## config.mk

```make
export PLATFORM = sky130hd
export DESIGN_NAME = sprite_frame_scheduler
export DESIGN_NICKNAME = d
export VERILOG_FILES = /design/src/rtl/sprite_frame_scheduler.sv
export SDC_FILE = /design/constraint.sdc
export NUM_CORES = 1
export LEC_CHECK = 0
export ABC_CLOCK_PERIOD_IN_PS = 15850
export CAP_MARGIN = 20
export CORE_MARGIN = 10
export CORE_UTILIZATION = 53
export CTS_BUF_LIST = sky130_fd_sc_hd__clkbuf_4 sky130_fd_sc_hd__clkbuf_8
export CTS_CLUSTER_SIZE = 25
export DETAILED_ROUTE_END_ITERATION = 6
export PLACE_DENSITY_LB_ADDON = 0.25
export SLEW_MARGIN = 10
export SYNTH_ARGS = -nofsm -noshare
export SYNTH_HDL_FRONTEND = slang
export SYNTH_SLANG_ARGS = --single-unit
```

## constraint.sdc

```tcl
create_clock -name clock_162 -period 15.85 [get_ports clock_162]
set_input_delay 4.755 -clock clock_162 [delete_from_list [all_inputs] [get_ports clock_162]]
set_output_delay 4.755 -clock clock_162 [all_outputs]
set_load 0.01 [all_outputs]
```

## src/rtl/sprite_frame_scheduler.sv

```systemverilog
// Frame-synchronous sprite position scheduler between physics units and VGA_driver.
// Updates land in shadow registers via round-robin arbitration and commit at frame end.
`timescale 1ns/1ps

module sprite_frame_scheduler #(
  parameter int SPRITES = 4,
  parameter int ROW_MAX = 1249,
  parameter int COL_MAX = 2159
) (
  input  logic                      clock_162,
  input  logic                      rst,
  input  logic [10:0]               row,
  input  logic [11:0]               col,
  input  logic [SPRITES-1:0]        req_valid,
  input  logic [SPRITES-1:0][10:0]  req_row,
  input  logic [SPRITES-1:0][11:0]  req_col,
  output logic [SPRITES-1:0]        req_ready,
  output logic [SPRITES-1:0][10:0]  sprite_row,
  output logic [SPRITES-1:0][11:0]  sprite_col,
  output logic                      frame_tick,
  output logic [SPRITES-1:0]        missed,
  output logic [15:0]               frame_count
);

  localparam int PW = (SPRITES > 1) ? $clog2(SPRITES) : 1;
  localparam logic [PW:0] S_W = (PW+1)'(SPRITES);
  localparam logic [PW-1:0] LAST = PW'(SPRITES - 1);

  typedef enum logic {
    ACCEPT,
    COMMIT
  } state_t;

  state_t state;
  state_t state_nxt;

  logic                     boundary;
  logic                     arb_en;
  logic [SPRITES-1:0]       pending;
  logic [SPRITES-1:0]       eligible;
  logic [2*SPRITES-1:0]     doubled;
  logic [SPRITES-1:0]       rot;
  logic [SPRITES-1:0]       grant_oh;
  logic                     grant_any;
  logic [PW-1:0]            grant_off;
  logic [PW:0]              grant_sum;
  logic [PW-1:0]            grant_idx;
  logic [PW-1:0]            rr_ptr;
  logic [PW-1:0]            rr_nxt;
  logic                     xfer;
  logic [SPRITES-1:0][10:0] shadow_row;
  logic [SPRITES-1:0][11:0] shadow_col;

  assign boundary = (row == 11'(ROW_MAX)) &&
                    (col == 12'(COL_MAX));

  always_ff @(posedge clock_162) begin
    if (rst) begin
      state <= ACCEPT;
    end else begin
      state <= state_nxt;
    end
  end

  always_comb begin
    state_nxt = state;
    arb_en    = 1'b0;
    case (state)
      ACCEPT: begin
        arb_en = !boundary && !rst;
        if (boundary) begin
          state_nxt = COMMIT;
        end
      end
      COMMIT: begin
        state_nxt = ACCEPT;
      end
    endcase
  end

  // Rotate so rr_ptr sits at bit 0, then take the lowest set bit.
  assign eligible = req_valid & ~pending;
  assign doubled  = {eligible, eligible};
  assign rot      = SPRITES'(doubled >> rr_ptr);

  always_comb begin
    grant_any = 1'b0;
    grant_off = '0;
    for (int k = 0; k < SPRITES; k++) begin
      if (!grant_any && rot[k]) begin
        grant_any = 1'b1;
        grant_off = PW'(k);
      end
    end
  end

  assign grant_sum = {1'b0, rr_ptr} + {1'b0, grant_off};
  assign grant_idx = (grant_sum >= S_W) ?
                     PW'(grant_sum - S_W) :
                     PW'(grant_sum);

  always_comb begin
    grant_oh = '0;
    for (int k = 0; k < SPRITES; k++) begin
      grant_oh[k] = grant_any &&
                    (grant_idx == PW'(k));
    end
  end

  assign req_ready = arb_en ? grant_oh : '0;
  assign xfer      = |req_ready;
  assign rr_nxt    = (grant_idx == LAST) ?
                     '0 : grant_idx + PW'(1);

  always_ff @(posedge clock_162) begin
    if (rst) begin
      shadow_row  <= '0;
      shadow_col  <= '0;
      sprite_row  <= '0;
      sprite_col  <= '0;
      pending     <= '0;
      rr_ptr      <= '0;
      frame_tick  <= 1'b0;
      missed      <= '0;
      frame_count <= '0;
    end else begin
      frame_tick <= (state == COMMIT);
      if (state == COMMIT) begin
        sprite_row  <= shadow_row;
        sprite_col  <= shadow_col;
        missed      <= ~pending;
        pending     <= '0;
        frame_count <= frame_count + 16'd1;
      end
      if (xfer) begin
        shadow_row[grant_idx] <= req_row[grant_idx];
        shadow_col[grant_idx] <= req_col[grant_idx];
        pending[grant_idx]    <= 1'b1;
        rr_ptr                <= rr_nxt;
      end
    end
  end

endmodule

```

======== Word level (Yosys, flattened, before mapping) ========
Cells that the tools add are included.
word-level totals
  bits in registers ....................... 212
  input port bits ......................... 121
  output and inout bits ................... 117
  word-level logic and storage cells ...... 84
operators by class
  add/subtract/negate cells ............... 4
  $lt $le $gt $ge ......................... 3
  equality and inequality tests ........... 5
  shift operators ......................... 1
  mux-type cells .......................... 28
  bitwise operators ....................... 4
  reduce and logical (&&, ||, !) cells .... 17
operators by type and width
  operator                 number
  $bwmux W48               1
  $bwmux W44               1
  $bmux W12 S2             1
  $demux W12 S2            1
  $mux W12                 2
  $bmux W11 S2             1
  $demux W11 S2            1
  $mux W11                 2
  $add A16 B1 Y16 const B  1
  $mux W4                  4
  $eq A12 B12 Y1 const B   1
  $eq A11 B11 Y1 const B   1
  $logic_and A1 B1 Y1      10
  $mux W1                  8
  $mux W2                  4
  $shr A8 B2 Y4            1
  $logic_not A1 Y1         5
  $and A4 B4 Y4            1
  $eq A2 B2 Y1 const B     2
  $not A4 Y4               1
  $or A4 B4 Y4             1
  $reduce_or A4 Y1         1
  $add A2 B2 Y3            1
  $ge A3 B3 Y1 const B     1
  9 further kinds          9

======== Depth between registers and ports, before layout ========
Gate-level depths: netlist of the first run.
  depth in word-level cells ............... 22
  gate-level depth with buffers ........... 20
  gate-level depth less buffers ........... 17

======== Worst setup path after synthesis of the first run ========
OpenSTA, ideal clock, no wires.
  path type ............................... input-to-output
  start point ............................. input req_valid[3]
  end point ............................... output req_ready[2]
  data arrival time ....................... 7.053 ns
  required time ........................... 11.095 ns
  setup slack ............................. 4.042 ns
  stages on the path ...................... 14
  buffers on the path ..................... 2
  cell sequence ........................... nor2b_1 -> mux2i_1 -> a21oi_1 -> o21ai_0 -> o31ai_1 -> ha_1 -> nor3b_2 -> a211oi_2 -> inv_2 -> buf_2 -> buf_2 -> ha_1 -> inv_1 -> nor2_1
on the way
  word-level cells in the longest chain between the ends .. 18
  elaborated cells between the ends (all ways) .. 22
  classes of those cells .................. add/sub: 2; order compare: 1; eq/ne: 1; shift: 1; mux: 9; bitwise: 1; reduce/logical: 7
RTL lines
  item                                                  RTL line  RTL
  from (decl)                                           14        input logic [SPRITES-1:0] req_valid,
  $and A4 B4 Y4 *                                       82        assign eligible = req_valid & ~pending;
  $shr A8 B2 Y4 *                                       84        assign rot = SPRITES'(doubled >> rr_ptr);
  $mux W1                                               90        if (!grant_any && rot[k]) begin
  $logic_not A1 Y1                                      90
  $logic_and A1 B1 Y1                                   90
  $mux W1                                               90
  $logic_not A1 Y1                                      90
  $logic_and A1 B1 Y1                                   90
  [... 2 more ...]                                      n/a
  $logic_and A1 B1 Y1                                   90
  $mux W2                                               90
  $add A2 B2 Y3                                         97        assign grant_sum = {1'b0, rr_ptr} + {1'b0, grant_off};
  $ge A3 B3 Y1 / $sub A2 B1 Y2 (equally long branches)  98, 99
  $mux W2                                               98        assign grant_idx = (grant_sum >= S_W) ?
  $eq A2 B2 Y1                                          106       (grant_idx == PW'(k));
  $logic_and A1 B1 Y1 *                                 105       grant_oh[k] = grant_any &&
  $mux W4 *                                             110       assign req_ready = arb_en ? grant_oh : '0;
  to (decl)                                             17        output logic [SPRITES-1:0] req_ready,
Every way passes the cells marked *; elsewhere a longest branch is shown, timed or not.

======== Worst setup path in the final report of the first run ========
  start point ............................. input req_valid[1]
  end point ............................... output req_ready[2]
Same word-level chain as after synthesis.

==> results.md, run 1 <==
* Filler cell count in the final layout at roughly 1100
* Non-filler cells, final at 1277
* Fmax at 71.8 MHz
* Gp weighted congestion at 0.889
* Crit start category: input pin
* Number of routed nets with antenna violations at 0
* DRC Markers at 0
* Mapped Cells at approximately 800
* Die height at about 150 um
* Hold Crit Class: reg2reg
* Placed Instances at 1212
* DRT Pass-1 Iters at 5
* Seq cells post-synth at 212
* CP required at 11.10 ns
* Postcts setup bufs at 0
* Syn avg cell area at 10.1 sq um
* Synth top area share at 0.512
* Crit path cell chain: clkdlybuf4s50_1, nor2b_1, mux2i_1, nor2_1, o21ai_0, o31ai_1, ha_1, nor3b_2, a211oi_4, buf_4, inv_2, ha_1, inv_1, nor2_1, clkdlybuf4s50_1
* DP Area at 0.0107 sq mm
* Largest net degree at the start of global routing at 106
* Worst setup EP type: primary output
* Relative slew slack at 0.292
* Die ar. at 0.0210 sq mm
* Area delta synth->final at 39.2%
* Core area at 0.0153 sq mm
* Synth warnings at 0
* Initial core utilization at 0.543
* Final Cycle Share at 0.878
* Synth area leaders: dfxtp_1, mux2i_1, nor2_1
* Slew @ Worst Pin at 1.06 ns
* Min cycle time layout at about 14 ns
* WL per Instance at 19.6 um
* Clock Skews at approximately 0.018 ns
* Die X-Extent at about 150 um
* Crit path arrival time at 9.16 ns
* H-tree depth at 2
* TNS Setup at 0 ns
* RSZ-0062 raised after global routing: no
* R2r setup slk at 11.06 ns
* Final instance area at 0.0115 sq mm
* Power density over the cells at 155 mW/mm^2
* Grt ovf at 0
* Initial antenna violation count at 0
* Max Cap Viol at 0
* Leading cell type in the layout, fill and taps excluded: clkdlybuf4s50_1
* R2R Path Start: rr_ptr[0]
* Post-CTS resize count at 0
* CTS tree: yes
* Synth area leader: dfxtp_1
* Post-synthesis sequential area ratio at 0.512
* Num rows at 45
* # setup viols final at 0
* Family with the most delay on the worst path: buffers and inverters
* WP buf/inv at 5
* Post-synthesis cell area at ~0.0083 sq mm
* DR iter-0 viols at between 400 and 500
* Worst skew pair latency at ~0.52 ns
* Reg-to-reg endpoint: shadow_col[24]
* Gr usage total at 0.224
* Max-slew violation count at 0
* Ports at 238
* Synth cell types at 47
* Final Hold Vio Count at 0
* Post-DP HPWL at 17.5 mm
* Routed wire length at around 25 mm
* First-pass GRT wire length at roughly 39 mm
* Num CTS Buffers at 37
* Leakage at 0.00403 uW
* CTS clk-pin slew, worst paths at 0.06 ns
* R2R depth at 16
* Ys async rst share at 0
* Worst hold path endpoint: shadow_col[26]
* CP peak stage delay at ~0.67 ns
* Hold buffers post-CTS at 0
* Port bufs at 237
* Commonest cells after routing, fill and taps aside: clkdlybuf4s50_1, dfxtp_1, nor2_1, mux2i_1, clkbuf_8
* Clock sinks at ~210
* Post-synth EDFFs at 0
* Synth Net Count at 942
* CTS root buffer: clkbuf_8
* Vias in the first global route at 7080
* Via density at 5.56
* Share of layout cells above drive strength 1 at 0.0901
* Slowest CP cell: inv_2
* Worst vdd ir at ~120 uV
* Hold depth at 1
* Hold path startpoint: shadow_col[26]
* Max FO, Critical Path at 49
* Antenna cells at 0
* Synth Flop Type: dfxtp_1
* Status: finished, final reports clean
* Final #Nets at 1164
* Vias at 7103
* Setup CP Type: in2out
* Clk buf depth at 3
==> where the power goes <==
part	switching [uW]	internal (uW)
clock network	209	308
registers	50.3	618
logic	363	240
==> cells in the mapped netlist, types with 5 or more instances <==
cell type / number
nand4_1: 6
and3_1: 5
nand2_1: 6
buf_1: 7
nor2b_1: 5
o21ai_0: 26
clkbuf_1: 45
xor2_1: 11
a21oi_1: 27
dfxtp_1: 212
buf_2: 6
nand3_1: 27
o2bb2ai_1: 23
mux2i_1: 141
nor2_1: 164
a221oi_1: 47
==> stage by stage <==
step / setup WS (ns) / utilization / hold WS (ns) / total power, uW
floorplan: 4.04 / - / 0.432 / 1090
global placement: 2.17 / 0.704 / 0.446 / 1260
detailed placement: 2.06 / 0.704 / 0.449 / 1270
CTS: 2.05 / 0.756 / 0.468 / 1790
global route: 1.68 / 0.756 / 0.486 / 1870
finish: 1.93 / 0.756 / 0.464 / 1790
==> flip-flops by register name, indices dropped and copies added, names as in the netlist <==
register,flops
shadow_row,44
state,1
pending,4
rr_ptr,2
shadow_col,48
frame_count,16
sprite_row,44
missed,4
frame_tick,1
sprite_col,48
==> cells by family (layout without fill, tap and decap cells) <==
logic type,count (synthesis),after routing,share of synthesized area
XOR/XNOR,15,15,0.0159
AND/OR/NAND/NOR,232,232,0.124
multiplexers,142,142,0.172
buffers and inverters,68,316,0.0358
flip-flops,212,212,0.512
adder cells (fa/ha/maj),3,3,0.00453
AO/OA/AOI/OAI,146,146,0.136
==> per-layer routing <==
layer  vias to the layer above  part of all wire  wire length (um)  track usage
met4                         0             0.019               483       0.0632
met2                       293              0.48             12000        0.368
met3                        44             0.081              2030       0.0782
li1                       3393                 -                 -            -
met5                         -                 0                 0            0
met1                      3373              0.42             10500        0.271
==> cell type report <==
class                      count  area (sq um)  area share
clock buffer                  63           779      0.0676
clock inverter                 2          12.5     0.00108
inverter                       5          18.8     0.00163
multi-input combinational    538          3770       0.327
sequential                   212          4250       0.368
tap                          211           264      0.0229
timing repair buffer         246          2440       0.212
==> worst max path at each step <==
stage | from | to | slack (ns) | cells past startpoint
6_report | req_valid[1] | req_ready[2] | 1.93 | 15
5_1_grt | req_valid[1] | req_ready[2] | 1.68 | 15
3_3_place_gp | req_valid[3] | req_ready[2] | 2.17 | 15
4_1_cts | req_valid[2] | req_ready[2] | 2.05 | 15
2_1_floorplan | req_valid[3] | req_ready[2] | 4.04 | 14
3_5_place_dp | req_valid[2] | req_ready[2] | 2.06 | 15
Power figures use the tool's default switching activity.
==> inputs of run 2 (changes only) <==
- PLACE_DENSITY_LB_ADDON: 0.25 -> 0.1
- TNS_END_PERCENT: unset -> 50
==> results.md, run 2 (synthesized netlist as in run 1, its figures left out) <==
* Status: finished, final reports clean (unchanged)
* Crit path arrival time at 9.11 ns (was 9.16 ns)
* Initial core utilization at 0.543 (unchanged)
* Port bufs at 237 (unchanged)
* Core area at 0.0153 sq mm (unchanged)
* Gp weighted congestion at 0.890 (was 0.889)
* Area delta synth->final at 38.9% (was 39.2%)
* Power density over the cells at 154 mW/mm^2 (was 155 mW/mm^2)
* Worst skew pair latency at 0.52 ns (about the same)
* Max-slew violation count at 0 (unchanged)
* Num CTS Buffers at 35 (was 37)
* CTS root buffer: clkbuf_8 (unchanged)
* Crit start category: input pin (unchanged)
* Fmax at 72.1 MHz (was 71.8 MHz)
* CTS clk-pin slew, worst paths at 0.06 ns (about the same)
* First-pass GRT wire length at 38.8 mm (was 39.2 mm)
* Die X-Extent at 145 um (unchanged)
* Clock Skews at 0.0281 ns (was 0.0180 ns)
* Final Hold Vio Count at 0 (unchanged)
* Biggest regs: shadow_col x48, sprite_col x48 (unchanged)
* Setup CP Type: in2out (unchanged)
* Number of routed nets with antenna violations at 0 (unchanged)
* Critical path origin: req_valid[3] (was req_valid[1])
* Hold Crit Class: reg2reg (unchanged)
* RSZ-0062 raised after global routing: no (unchanged)
* Final Cycle Share at 0.874 (was 0.878)
* Worst setup EP type: primary output (unchanged)
* Internal power at 1150 uW (was 1170 uW)
* Final #Nets at 1162 (was 1164)
* Die ar. at 0.0210 sq mm (unchanged)
* Post-CTS resize count at 0 (unchanged)
* Routed wire length at 24.8 mm (was 25.0 mm)
* Via density at 5.47 (was 5.56)
* Clock sinks at 212 (unchanged)
* Relative slew slack at 0.250 (was 0.292)
* Gr usage total at 0.223 (was 0.224)
* Grt ovf at 0 (unchanged)
* Num rows at 45 (unchanged)
* TNS Setup at 0 ns (unchanged)
* Leakage at 0.00402 uW (was 0.00403 uW)
* CP required at 11.10 ns (about the same)
* Dpl ws at 2.02 ns (was 2.06 ns)
* Hold path startpoint: shadow_col[35] (was shadow_col[26])
* Initial antenna violation count at 1 (was 0)
* Slowest CP cell: inv_2 (unchanged)
* Min cycle time layout at 13.86 ns (was 13.92 ns)
* Share of layout cells above drive strength 1 at 0.0892 (was 0.0901)
* Crit path cell chain: clkdlybuf4s50_1, nor2b_1, mux2i_1, a21oi_1, o21ai_0, o31ai_1, ha_1, nor3b_2, a211oi_4, buf_4, inv_2, ha_1, inv_1, nor2_1, clkdlybuf4s50_1 (was clkdlybuf4s50_1, nor2b_1, mux2i_1, nor2_1, o21ai_0, o31ai_1, ha_1, nor3b_2, a211oi_4, buf_4, inv_2, ha_1, inv_1, nor2_1, clkdlybuf4s50_1)
* Vias at 6981 (was 7103)
* Slew @ Worst Pin at 1.12 ns (was 1.06 ns)
* Worst vdd ir at 88.9 uV (was 116 uV)
* Combinational fraction of design power at 0.338 (was 0.337)
* CTS tree: yes (unchanged)
* Ports at 238 (unchanged)
* Max Cap Viol at 0 (unchanged)
* # setup viols final at 0 (unchanged)
* Die height at 145 um (unchanged)
* Antenna cells at 0 (unchanged)
* Final worst slack at 1.99 ns (was 1.93 ns)
* P_sw at 622 uW (was 623 uW)
* Clk pwr share at 0.287 (was 0.289)
* Postcts setup bufs at 0 (unchanged)
* Clk buf depth at 3 (unchanged)
* Sequential power share at 0.375 (was 0.374)
* CP peak stage delay at 0.71 ns (was 0.67 ns)
* Switch share at 0.350 (was 0.348)
* DRT Pass-1 Iters at 5 (unchanged)
* DR iter-0 viols at 549 (was 450)
* Max FO, Critical Path at 49 (unchanged)
* H-tree depth at 2 (unchanged)
* Largest net degree at the start of global routing at 99 (was 106)
* Hold buffers post-CTS at 0 (unchanged)
* Post-DP HPWL at 17.0 mm (was 17.5 mm)
* DRC Markers at 0 (unchanged)
* R2R Path Start: rr_ptr[0] (unchanged)
* Commonest cells after routing, fill and taps aside: clkdlybuf4s50_1, dfxtp_1, nor2_1, mux2i_1, a221oi_1 (was clkdlybuf4s50_1, dfxtp_1, nor2_1, mux2i_1, clkbuf_8)
* Leading cell type in the layout, fill and taps excluded: clkdlybuf4s50_1 (unchanged)
* Vias in the first global route at 7004 (was 7080)
* WL per Instance at 19.4 um (was 19.6 um)
-- run 2: path summary, 6_finish.rpt --
kind,endpoint,cells past startpoint,slack [ns]
worst max-delay path,req_ready[2],15,1.99
worst max register to register,shadow_col[25],16,11.17
worst min-delay path,shadow_col[35],1,0.46
worst min register to register,shadow_col[35],1,0.46
-- run 2: metrics by stage --
step | total power [uW] | area [sq um] | utilization | hold WS, ns | std cells
CTS | 1780 | 11500 | 0.754 | 0.466 | 1276
floorplan | 1090 | 8290 | - | 0.432 | 818
global placement | 1260 | 10700 | 0.704 | 0.445 | 1212
finish | 1780 | 11500 | 0.754 | 0.462 | 1276
detailed placement | 1270 | 10700 | 0.704 | 0.452 | 1212
global route | 1880 | 11500 | 0.754 | 0.487 | 1276
-- run 2: cell type report --
type                    instances  area [sq um]
clock buffers                  57           697
flip-flops and latches        212          4250
inverters                       5          18.8
multi-input cells             538          3770
repair buffers                246          2440
fillers                      1117          3750
well taps                     211           264
clock inverters                 7          66.3
-- run 2: critical path: cells and delay by family --
kind | cells | cell delay (ns)
and+or+nand+nor | 3 | 1.00
muxes | 1 | 0.13
buffers and inverters | 5 | 2.23
AOI/OAI and AO/OA | 4 | 0.33
adders and majority gates | 2 | 0.64
-- run 2: power groups by stage --
| stage | combinational (uW) | sequential [uW] | clock (uW) |
|---|---|---|---|
| global route | 657 | 674 | 544 |
| floorplan | 436 | 658 | 0 |
| finish | 601 | 666 | 509 |
| detailed placement | 594 | 675 | 0 |
| CTS | 597 | 665 | 520 |
| global placement | 585 | 675 | 0 |
-- run 2: per-layer routing --
metal,share of wire,GRT usage,up-vias
li1,-,-,3370
met5,0.00073,0,-
met1,0.43,0.286,3285
met4,0.019,0.0728,2
met2,0.46,0.342,288
met3,0.090,0.0767,36
==> inputs of run 3 (changes only) <==
- CAP_MARGIN: 20 -> 5
==> results of run 3 <==
Final layout, timing and power as in run 2 (identical DEF).
